--- src/rtl/fetch_align_queue_pkg.sv ---
// Shared types for the RV32IC fetch realign queue.
package fetch_align_queue_pkg;

    typedef enum logic {
        ALIGN  = 1'b0,
        STREAM = 1'b1
    } align_state_t;

    typedef struct packed {
        logic [31:0] instr;
        logic [31:0] pc;
        logic        is_compressed;
    } fetch_pkt_t;

    function automatic logic is_rvc(input logic [15:0] hw);
        return hw[1:0] != 2'b11;
    endfunction

endpackage

--- src/rtl/fetch_align_queue_hw_queue.sv ---
// Circular halfword buffer: pushes and pops 0..2 halfwords per cycle and
// exposes the two oldest entries.
module fetch_align_queue_hw_queue #(
    parameter int DEPTH_HW = 8
) (
    input  logic                        clk,
    input  logic                        reset,
    input  logic                        clear,
    input  logic [1:0]                  push_cnt,
    input  logic [15:0]                 wdata0,
    input  logic [15:0]                 wdata1,
    input  logic [1:0]                  pop_cnt,
    output logic [15:0]                 hw0,
    output logic [15:0]                 hw1,
    output logic [$clog2(DEPTH_HW):0]   count
);
    localparam int PW = $clog2(DEPTH_HW);
    localparam int CW = PW + 1;

    logic [15:0]   mem [DEPTH_HW];
    logic [PW-1:0] rd_ptr, wr_ptr;

    always_ff @(posedge clk or posedge reset) begin
        if (reset) begin
            rd_ptr <= '0;
            wr_ptr <= '0;
            count  <= '0;
        end else if (clear) begin
            rd_ptr <= '0;
            wr_ptr <= '0;
            count  <= '0;
        end else begin
            wr_ptr <= wr_ptr + PW'(push_cnt);
            rd_ptr <= rd_ptr + PW'(pop_cnt);
            count  <= count + CW'(push_cnt) - CW'(pop_cnt);
        end
    end

    // Storage carries no reset; occupancy is tracked by the pointers alone.
    always_ff @(posedge clk) begin
        if (!clear) begin
            if (push_cnt != 2'd0) mem[wr_ptr]          <= wdata0;
            if (push_cnt == 2'd2) mem[wr_ptr + PW'(1)] <= wdata1;
        end
    end

    assign hw0 = mem[rd_ptr];
    assign hw1 = mem[rd_ptr + PW'(1)];

endmodule

--- src/rtl/fetch_align_queue.sv ---
// RV32IC prefetch/realign queue: word fetches in, whole 16/32-bit
// instructions out, with redirect flush and stale-response dropping.
module fetch_align_queue
    import fetch_align_queue_pkg::*;
#(
    parameter int          DEPTH_HW        = 8,
    parameter int          MAX_OUTSTANDING = 2,
    parameter logic [31:0] RESET_PC        = 32'h0
) (
    input  logic        clk,
    input  logic        reset,
    output logic        mem_req_valid,
    output logic [31:0] mem_req_addr,
    input  logic        mem_req_ready,
    input  logic        mem_resp_valid,
    input  logic [31:0] mem_resp_data,
    input  logic        redirect_valid,
    input  logic [31:0] redirect_pc,
    output logic        out_valid,
    input  logic        out_ready,
    output logic [31:0] out_instr,
    output logic [31:0] out_pc,
    output logic        out_is_compressed
);
    localparam int OW = $clog2(MAX_OUTSTANDING + 1);
    localparam int CW = $clog2(DEPTH_HW) + 1;

    align_state_t  state;
    logic [31:0]   fetch_pc, pc_q;
    logic [OW-1:0] outstanding, drop_cnt, outstanding_nxt;
    logic [CW-1:0] count;
    logic [15:0]   hw0, hw1;
    logic          req_fire, resp_keep, out_fire, head_rvc, align_odd;
    logic [1:0]    push_cnt, pop_cnt;
    fetch_pkt_t    pkt;

    // Each in-flight request reserves a full word of queue space, so a
    // returning response always fits.
    always_comb begin
        mem_req_valid = !reset && !redirect_valid
                     && (32'(outstanding) < 32'(MAX_OUTSTANDING))
                     && ((32'(DEPTH_HW) - 32'(count)) >= ((32'(outstanding) + 32'd1) << 1));
        req_fire      = mem_req_valid && mem_req_ready;
        resp_keep     = mem_resp_valid && (drop_cnt == '0) && !redirect_valid;
        align_odd     = (state == ALIGN) && pc_q[1];
        push_cnt      = !resp_keep ? 2'd0 : (align_odd ? 2'd1 : 2'd2);
        head_rvc      = is_rvc(hw0);
        out_valid     = !redirect_valid && (head_rvc ? (count != '0) : (count >= CW'(2)));
        out_fire      = out_valid && out_ready;
        pop_cnt       = !out_fire ? 2'd0 : (head_rvc ? 2'd1 : 2'd2);
        outstanding_nxt = outstanding + OW'(req_fire) - OW'(mem_resp_valid);
        pkt.instr         = head_rvc ? {16'h0, hw0} : {hw1, hw0};
        pkt.pc            = pc_q;
        pkt.is_compressed = head_rvc;
    end

    fetch_align_queue_hw_queue #(.DEPTH_HW(DEPTH_HW)) u_queue (
        .clk      (clk),
        .reset    (reset),
        .clear    (redirect_valid),
        .push_cnt (push_cnt),
        .wdata0   (align_odd ? mem_resp_data[31:16] : mem_resp_data[15:0]),
        .wdata1   (mem_resp_data[31:16]),
        .pop_cnt  (pop_cnt),
        .hw0      (hw0),
        .hw1      (hw1),
        .count    (count)
    );

    always_ff @(posedge clk or posedge reset) begin
        if (reset) begin
            state       <= ALIGN;
            fetch_pc    <= {RESET_PC[31:2], 2'b00};
            pc_q        <= RESET_PC;
            outstanding <= '0;
            drop_cnt    <= '0;
        end else begin
            outstanding <= outstanding_nxt;
            if (redirect_valid) begin
                // Everything still in flight after this cycle is stale.
                state    <= ALIGN;
                pc_q     <= redirect_pc;
                fetch_pc <= {redirect_pc[31:2], 2'b00};
                drop_cnt <= outstanding_nxt;
            end else begin
                if (req_fire) fetch_pc <= fetch_pc + 32'd4;
                if (mem_resp_valid && drop_cnt != '0) drop_cnt <= drop_cnt - OW'(1);
                if (resp_keep) state <= STREAM;
                if (out_fire) pc_q <= pc_q + (head_rvc ? 32'd2 : 32'd4);
            end
        end
    end

    assign mem_req_addr      = fetch_pc;
    assign out_instr         = pkt.instr;
    assign out_pc            = pkt.pc;
    assign out_is_compressed = pkt.is_compressed;

endmodule

--- config.mk ---
export PLATFORM = sky130hd
export DESIGN_NAME = fetch_align_queue
export DESIGN_NICKNAME = d
export VERILOG_FILES = /design/src/rtl/fetch_align_queue_pkg.sv /design/src/rtl/fetch_align_queue_hw_queue.sv /design/src/rtl/fetch_align_queue.sv
export SDC_FILE = /design/constraint.sdc
export NUM_CORES = 1
export LEC_CHECK = 0
export CORE_MARGIN = 2
export CORE_UTILIZATION = 58
export CTS_BUF_LIST = sky130_fd_sc_hd__clkbuf_8
export DETAILED_ROUTE_END_ITERATION = 6
export GPL_TIMING_DRIVEN = 0
export PLACE_DENSITY = 0.86
export REMOVE_ABC_BUFFERS = 1
export SLEW_MARGIN = 30
export SYNTH_ARGS = -nofsm -noshare
export SYNTH_HDL_FRONTEND = slang
export SYNTH_SLANG_ARGS = --single-unit
--- constraint.sdc ---
create_clock -name clk -period 5.4 [get_ports clk]
set_clock_uncertainty 0.15 [all_clocks]
set_input_delay 1.08 -clock clk [delete_from_list [all_inputs] [get_ports clk]]
set_output_delay 1.08 -clock clk [all_outputs]
set_load 0.02 [all_outputs]
==> flow_summary.yaml, run 1 <==
drt:
  avgViaCountPerCell: 6.57
  remaining_drc_errors: 0
  avgRoutedWirePerCell_um: 22.9
  drt_iter0_markers: 1112
  dr.pass1.iters: 6
  wirelength_um: 35700
  via_count: 10300
  ant_nets: 0
critical_path:
  critPathCaptureType: "primary output"
  crit_required_ns: 4.17
  r2r-end: "out_pc[26]"
  critical_path_arrival_ns: 3.84
  reg2regPathDepth: 13
  slowest_stage: "dfrtp_4"
  crit_path_frequent_cell: "inv_2"
  r2r_slack_ns: 0.42
  crit_path_start_kind: "register"
  crit_start: "u_queue.rd_ptr[0]"
  crit_chain: "buf_16, mux4_2, mux2i_4, inv_2, nand2_4, inv_2, o211a_1, clkdlybuf4s50_1"
  cp_slowest_stage_delay_ns: 0.70
  path_max_fanout: 44
  worstSetupPathType: "reg2out"
  r2r_start: "u_queue.rd_ptr[0]"
logic_synthesis:
  synthDistinctLibCells: 72
  synth-main-ff-cell: "edfxtp_1"
  avgSynthCellArea_um2: 11.0
  ys_seq_area_share_pct: 46.6
  synthCells: 1125
  synth_edf_count: 128
  synth_top_area_share_pct: 31.0
  ys_seq_elements: 205
  synth_area_mm2: 0.0124
  synthTopCellsByArea: "edfxtp_1 31%, dfrtp_1 16%, mux4_2 12%"
  async_flop_share_pct: 37.6
  yosys_warnings: 0
  yosysTopAreaCell: "edfxtp_1"
global_routing:
  grt_overflow: 0
  grt_max_degree: 57
  grt_pass1_wl_um: 54700
  groute.usage.overall_pct: 31.8
  antenna_found_initial: 0
  grt_pass1_vias: 10200
timing:
  fin_crit_sh_pct: 94.0
  worst_slew_pin_slew_ns: 0.969
  grt_setup_unrepaired: "false"
  max_freq_ghz: 0.197
  finalMaxSlewViolations: 0
  finalSetupViolCount: 0
  slew_headroom_pct: 35.4
  fin_crit_ns: 5.07
  hold_viol_final: 0
clocking:
  cts_max_path_buffers: 3
  htree_levels: 2
  clockRootBuffer: "clkbuf_8"
  ctsHoldBuffers: 0
  clock_latency_ns: 0.56
  cts_sinks: 205
  cts_buffers: 36
  cts_tree: "yes"
  clk_pin_slew_ns: 0.06
placed_design:
  dp_hpwl_um: 23700
  io_buffers: 166
  dp.cells: 1500
  place_congestion: 0.819
power:
  sequentialPowerShare_pct: 35.5
  powerDensity_mw_per_mm2: 372
  peakVddDrop_uv: 252
  power_w: 0.00569
  pwr-share-comb_pct: 38.5
  leakagePower_nw: 5.59
  p_int_w: 0.00367
  clockPowerShare_pct: 26.0
  p_sw_w: 0.00202
  switching_share_pct: 35.5
hold_path:
  hold_path.class: "reg2reg"
  holdPathStages: 1
  hold_path_end: "out_pc[0]"
  hold_path.startpoint: "out_pc[0]"
die:
  core_area_mm2: 0.0210
  rows: 53
  initial_utilization_pct: 59.1
  die_w_um: 150
  io_pins: 169
  dieArea_mm2: 0.0225
  die-height_um: 150
run_status:
  status: "complete, no violations"
cells_and_area:
  area_growth_pct: 23.5
  final_layout_size_suffix_gt1_share_pct: 15.5
  nets: 1360
  diodes: 0
  finalNonFillerCells: 1563
flow_run:
  maxCapViolations: 0
==> state kept, by name (all words and copies together), names as in the netlist <==
signal / flops
u_queue.mem: 128
out_pc: 32
mem_req_addr: 30
u_queue.count: 4
u_queue.rd_ptr: 3
u_queue.wr_ptr: 3
drop_cnt: 2
outstanding: 2
state: 1
==> cells in the mapped netlist (3+ instances only) <==
master	number
a311o_1	4
o21ai_0	18
o2111ai_1	5
xor2_1	12
nor3_1	14
mux2i_1	61
dfrtp_1	77
ha_1	22
fa_1	5
a21boi_0	3
buf_1	13
a21o_1	5
inv_2	3
a221o_1	11
o31ai_1	4
nand2b_1	4
a211oi_1	3
nor3b_1	3
clkbuf_2	13
o21bai_1	3
nor4b_1	3
mux2_2	27
and2_1	7
nor4_1	3
nor2b_1	10
nand2_1	85
nor2_1	126
mux4_2	64
buf_2	4
edfxtp_1	128
and3_1	16
a211o_1	3
o211ai_1	9
inv_1	59
or3_1	12
a31oi_1	6
o21ai_1	12
xnor2_1	20
nand4_1	8
clkbuf_1	50
a2111oi_0	3
a21oi_1	123
nand3_1	23
==> timing repair <==
| item | in CTS | in global routing |
|---|---|---|
| setup buffers | 0 | 0 |
| resized for setup | 0 | 1 |
| setup endpoints to repair | 0 | 1 |
==> power groups by stage <==
stage	sequential, W	combinational, W	clock, W
global route	0.00204	0.00236	0.00155
finish	0.00202	0.00219	0.00148
floorplan	0.00210	0.00128	0
CTS	0.00202	0.00218	0.00149
detailed placement	0.00205	0.00216	0
global placement	0.00207	0.00196	0
==> routing by layer <==
metal | wire length [um] | up-vias | GRT usage [%]
met2 | 17600 | 775 | 53.5
li1 | - | 4445 | -
met5 | 0 | - | 0
met1 | 12500 | 4927 | 40.2
met3 | 4220 | 124 | 6.15
met4 | 1360 | 0 | 14.3
==> logic make-up after synthesis <==
logic type | after synthesis | share of synthesized area [%]
xor+xnor | 32 | 2.26
mux | 154 | 19.4
simple gates | 326 | 12.1
fa+ha+maj | 27 | 3.03
compound gates | 234 | 11.9
buf+inv | 146 | 4.72
other cells | 1 | 0.0303
flops | 205 | 46.6
==> placed cells by master (no fill, tap or decap), types with 14 or more instances in the layout <==
master / netlist / layout
edfxtp_1: 128 / 128
o21ai_0: 18 / 14
and3_1: 16 / 14
mux2_2: 27 / 27
ha_1: 22 / 21
clkdlybuf4s50_1: 0 / 165
nand3_1: 23 / 21
nand2_1: 85 / 81
a21oi_1: 123 / 122
clkbuf_8: 0 / 38
mux2i_1: 61 / 61
inv_1: 59 / 66
mux4_2: 64 / 64
xnor2_1: 20 / 19
dfrtp_1: 77 / 74
nor2_1: 126 / 126
==> worst max path at each step <==
stage | slack, ns | end
5_1_grt | 0.20 | out_pc[30]
2_1_floorplan | -0.21 | out_instr[16]
3_3_place_gp | -4.08 | drop_cnt[1]
3_5_place_dp | 0.42 | out_pc[23]
6_report | 0.33 | out_valid
4_1_cts | 0.31 | out_pc[23]
==> worst max-delay path: cells and delay by family, from the launching register on <==
kind	cells	cell delay (ns)
flip-flops	1	0.70
AND/OR/NAND/NOR	1	0.32
multiplexers	2	0.85
buffers and inverters	4	1.12
AO/OA/AOI/OAI	1	0.28
==> through the flow <==
stage	TNS [ns]	utilization (%)	area (um^2)	hold slack, ns	setup slack, ns
5_1_grt	0	73.0	15300	0.390	0.197
3_3_place_gp	-577.23	67.0	14000	0.328	-4.08
3_5_place_dp	0	69.5	14600	0.347	0.419
2_1_floorplan	-3.44	-	12000	0.313	-0.212
6_report	0	73.0	15300	0.358	0.326
4_1_cts	0	73.0	15300	0.361	0.309
==> area by class of cell <==
type | count | area, um^2
Multi-Input combinational cell | 775 | 6210
Sequential cell | 205 | 5780
Fill cell | 1358 | 5660
Timing Repair Buffer | 182 | 1990
Clock buffer | 38 | 523
Tap cell | 275 | 344
Inverter | 63 | 239
Clock inverter | 25 | 211
Power figures use the tool's default switching activity.
==> run 2: changes to the inputs <==
Settings changed: ABC_AREA set to 1, PLACE_DENSITY 0.86 to 0.85.
==> run 2 against run 1 <==
The flow now finishes with violations (DRC). Die area up 7.0%. Clock power down 3%. Fmax down 3.4%. Core utilization down 1.9 points. Largest cell class unchanged. Sequential share of layout area down 1.8 points. Critical endpoint is now out_instr[16].
==> flow_summary.yaml, run 2 <==
timing:
  grt_setup_unrepaired: "false"
  fin_crit_ns: 5.25
  max_freq_ghz: 0.190
  slew_headroom_pct: 40.3
  fin_crit_sh_pct: 97.3
  hold_viol_final: 0
  worst_slew_pin_slew_ns: 0.893
  fin_tns_setup_ns: 0
  fin_ws_ns: 0.147
  finalSetupViolCount: 0
  finalMaxSlewViolations: 0
cells_and_area:
  nets: 1993
  nFillCells: 1719
  largest_reg_flops: 128
  final_layout_size_suffix_gt1_share_pct: 5.62
  largest-register: "u_queue.mem"
  finalNonFillerCells: 2209
  layout_commonest_cell: "nand2_1"
  final_cell_mix: "439 x nand2_1, 282 x o21ai_0, 280 x nor2_1, 165 x clkdlybuf4s50_1, 134 x inv_1"
  post-route-util_pct: 71.1
  area_growth_pct: 21.0
die:
  die-height_um: 155
  die_w_um: 155
  initial_utilization_pct: 58.8
  core_area_mm2: 0.0226
  rows: 55
  dieArea_mm2: 0.0241
  io_pins: 169
global_routing:
  grt_max_degree: 85
  antenna_found_initial: 1
  grt_overflow: 0
  grt_pass1_wl_um: 65100
  grt_pass1_vias: 12600
  groute.usage.overall_pct: 34.4
run_status:
  violations: "DRC"
  status: "finished, violations left"
logic_synthesis:
  avgSynthCellArea_um2: 7.43
  synthDistinctLibCells: 41
  ys_seq_elements: 205
  ys_top_cells_by_count: "440 x nand2_1, 282 x o21ai_0, 280 x nor2_1"
  ys_seq_area_share_pct: 43.5
  synth-main-ff-cell: "edfxtp_1"
  synth_area_mm2: 0.0133
  async_flop_share_pct: 37.6
  synth_top_area_share_pct: 29.0
  yosysTopAreaCell: "edfxtp_1"
  synth_edf_count: 128
  yosys_warnings: 0
  synthTopCellsByArea: "edfxtp_1 29%, dfrtp_1 15%, nand2_1 12%"
  synthCells: 1785
  yosysMostFrequentCell: "nand2_1"
hold_path:
  holdPathStages: 2
  hold_path_end: "out_pc[0]"
  hold_path.class: "reg2reg"
  hold_path.startpoint: "out_pc[0]"
clocking:
  clk_pin_slew_ns: 0.06
  cts_max_path_buffers: 3
  ctsHoldBuffers: 0
  cts_tree: "yes"
  htree_levels: 2
  clock_latency_ns: 0.56
  cts_sinks: 205
  clockRootBuffer: "clkbuf_8"
  cts_buffers: 38
power:
  peakVddDrop_uv: 257
  leakagePower_nw: 6.36
  powerDensity_mw_per_mm2: 442
drt:
  avgViaCountPerCell: 6.11
  via_count: 13500
  dr.pass1.iters: 7
  remaining_drc_errors: 15
  wirelength_um: 42500
  ant_nets: 0
  avgRoutedWirePerCell_um: 19.2
  drt_iter0_markers: 1751
flow_run:
  maxCapViolations: 0
critical_path:
  crit_path_start_kind: "register"
  reg2regPathDepth: 22
  path_max_fanout: 84
  r2r_slack_ns: 0.41
  r2r_start: "u_queue.rd_ptr[0]"
  r2r-end: "out_pc[31]"
  crit_required_ns: 4.17
  critPathCaptureType: "primary output"
  worstSetupPathType: "reg2out"
  critical_path_arrival_ns: 4.02
placed_design:
  io_buffers: 166
  place_congestion: 0.972
  dp_slack_ns: 0.386
  dp_hpwl_um: 27800
  dp.cells: 2140
[run 2: critical path, stage by stage, from the launching register on]
cell and delay, ns:
dfrtp_4 0.65, buf_16 0.31, inv_6 0.20, buf_16 0.26
nand2_1 0.10, nand3_1 0.06, nand2_1 0.10, nand2_1 0.05
nand2_1 0.25, nand2_4 0.30, a311oi_2 0.42, clkdlybuf4s50_1 0.69
[run 2: kinds of logic (layout without fill, tap and decap cells)]
family | Yosys count | count (layout) | synth area share [%]
AOI/OAI and AO/OA | 390 | 390 | 16.3
muxes | 16 | 16 | 1.21
adders and majority gates | 27 | 27 | 2.83
other | 1 | 3 | 0.0283
xor gates and xnor gates | 32 | 32 | 2.11
buffers and inverters | 240 | 377 | 7.36
DFF | 205 | 205 | 43.5
and+or+nand+nor | 874 | 874 | 26.7
[run 2: area by class of cell]
cell class                 count  area [um^2]  area share [%]
antenna                        1         2.50          0.0156
clock buffer                  45          619            3.86
clock inverter                22         95.1           0.592
inverter                     126          485            3.02
multi-input combinational   1341         6710            41.8
sequential                   205         5780            36.0
tap                          285          357            2.22
timing repair buffer         184         2010            12.5
[run 2: through the flow]
step / hold slack [ns] / power, W / area [um^2]
2_1_floorplan: 0.342 / 0.00421 / 12800
3_3_place_gp: 0.312 / 0.00537 / 14800
3_5_place_dp: 0.330 / 0.00557 / 15300
4_1_cts: 0.346 / 0.00700 / 16000
5_1_grt: 0.371 / 0.00748 / 16100
6_report: 0.337 / 0.00710 / 16100
[run 2: what timing repair did]
item                       in CTS  in global routing
gates cloned                    0                  0
setup endpoints to repair       2                  3
gates resized for setup         1                  2
setup buffers                   0                  1
[run 2: metal layers]
layer	vias to the layer above	track usage [%]	wire [um]
li1	6223	-	-
met1	6219	45.0	16100
met2	881	56.2	20000
met3	166	5.21	4550
met4	0	17.7	1860
met5	-	0	0
[run 2: how the worst max path moves through the flow]
| stage | end | from | cells after the start | slack [ns] |
|---|---|---|---|---|
| 2_1_floorplan | u_queue.count[3] | u_queue.rd_ptr[0] | 17 | -1.01 |
| 3_3_place_gp | u_queue.count[1] | u_queue.rd_ptr[0] | 16 | -3.53 |
| 3_5_place_dp | out_instr[16] | u_queue.rd_ptr[0] | 7 | 0.39 |
| 4_1_cts | out_instr[16] | u_queue.rd_ptr[0] | 11 | 0.03 |
| 5_1_grt | out_instr[16] | u_queue.rd_ptr[0] | 11 | 0.07 |
| 6_report | out_instr[16] | u_queue.rd_ptr[0] | 11 | 0.15 |
[run 2: where the power goes]
group          internal (W)  switching [W]
Combinational       0.00130        0.00205
Clock              0.000756       0.000672
Sequential          0.00198       0.000342
Total               0.00404        0.00306
==> run 3: changes to the inputs <==
Settings changed: CAP_MARGIN set to 0.
==> results of run 3 <==
Same layout as run 2: the final DEF is identical, and so are final timing and power.
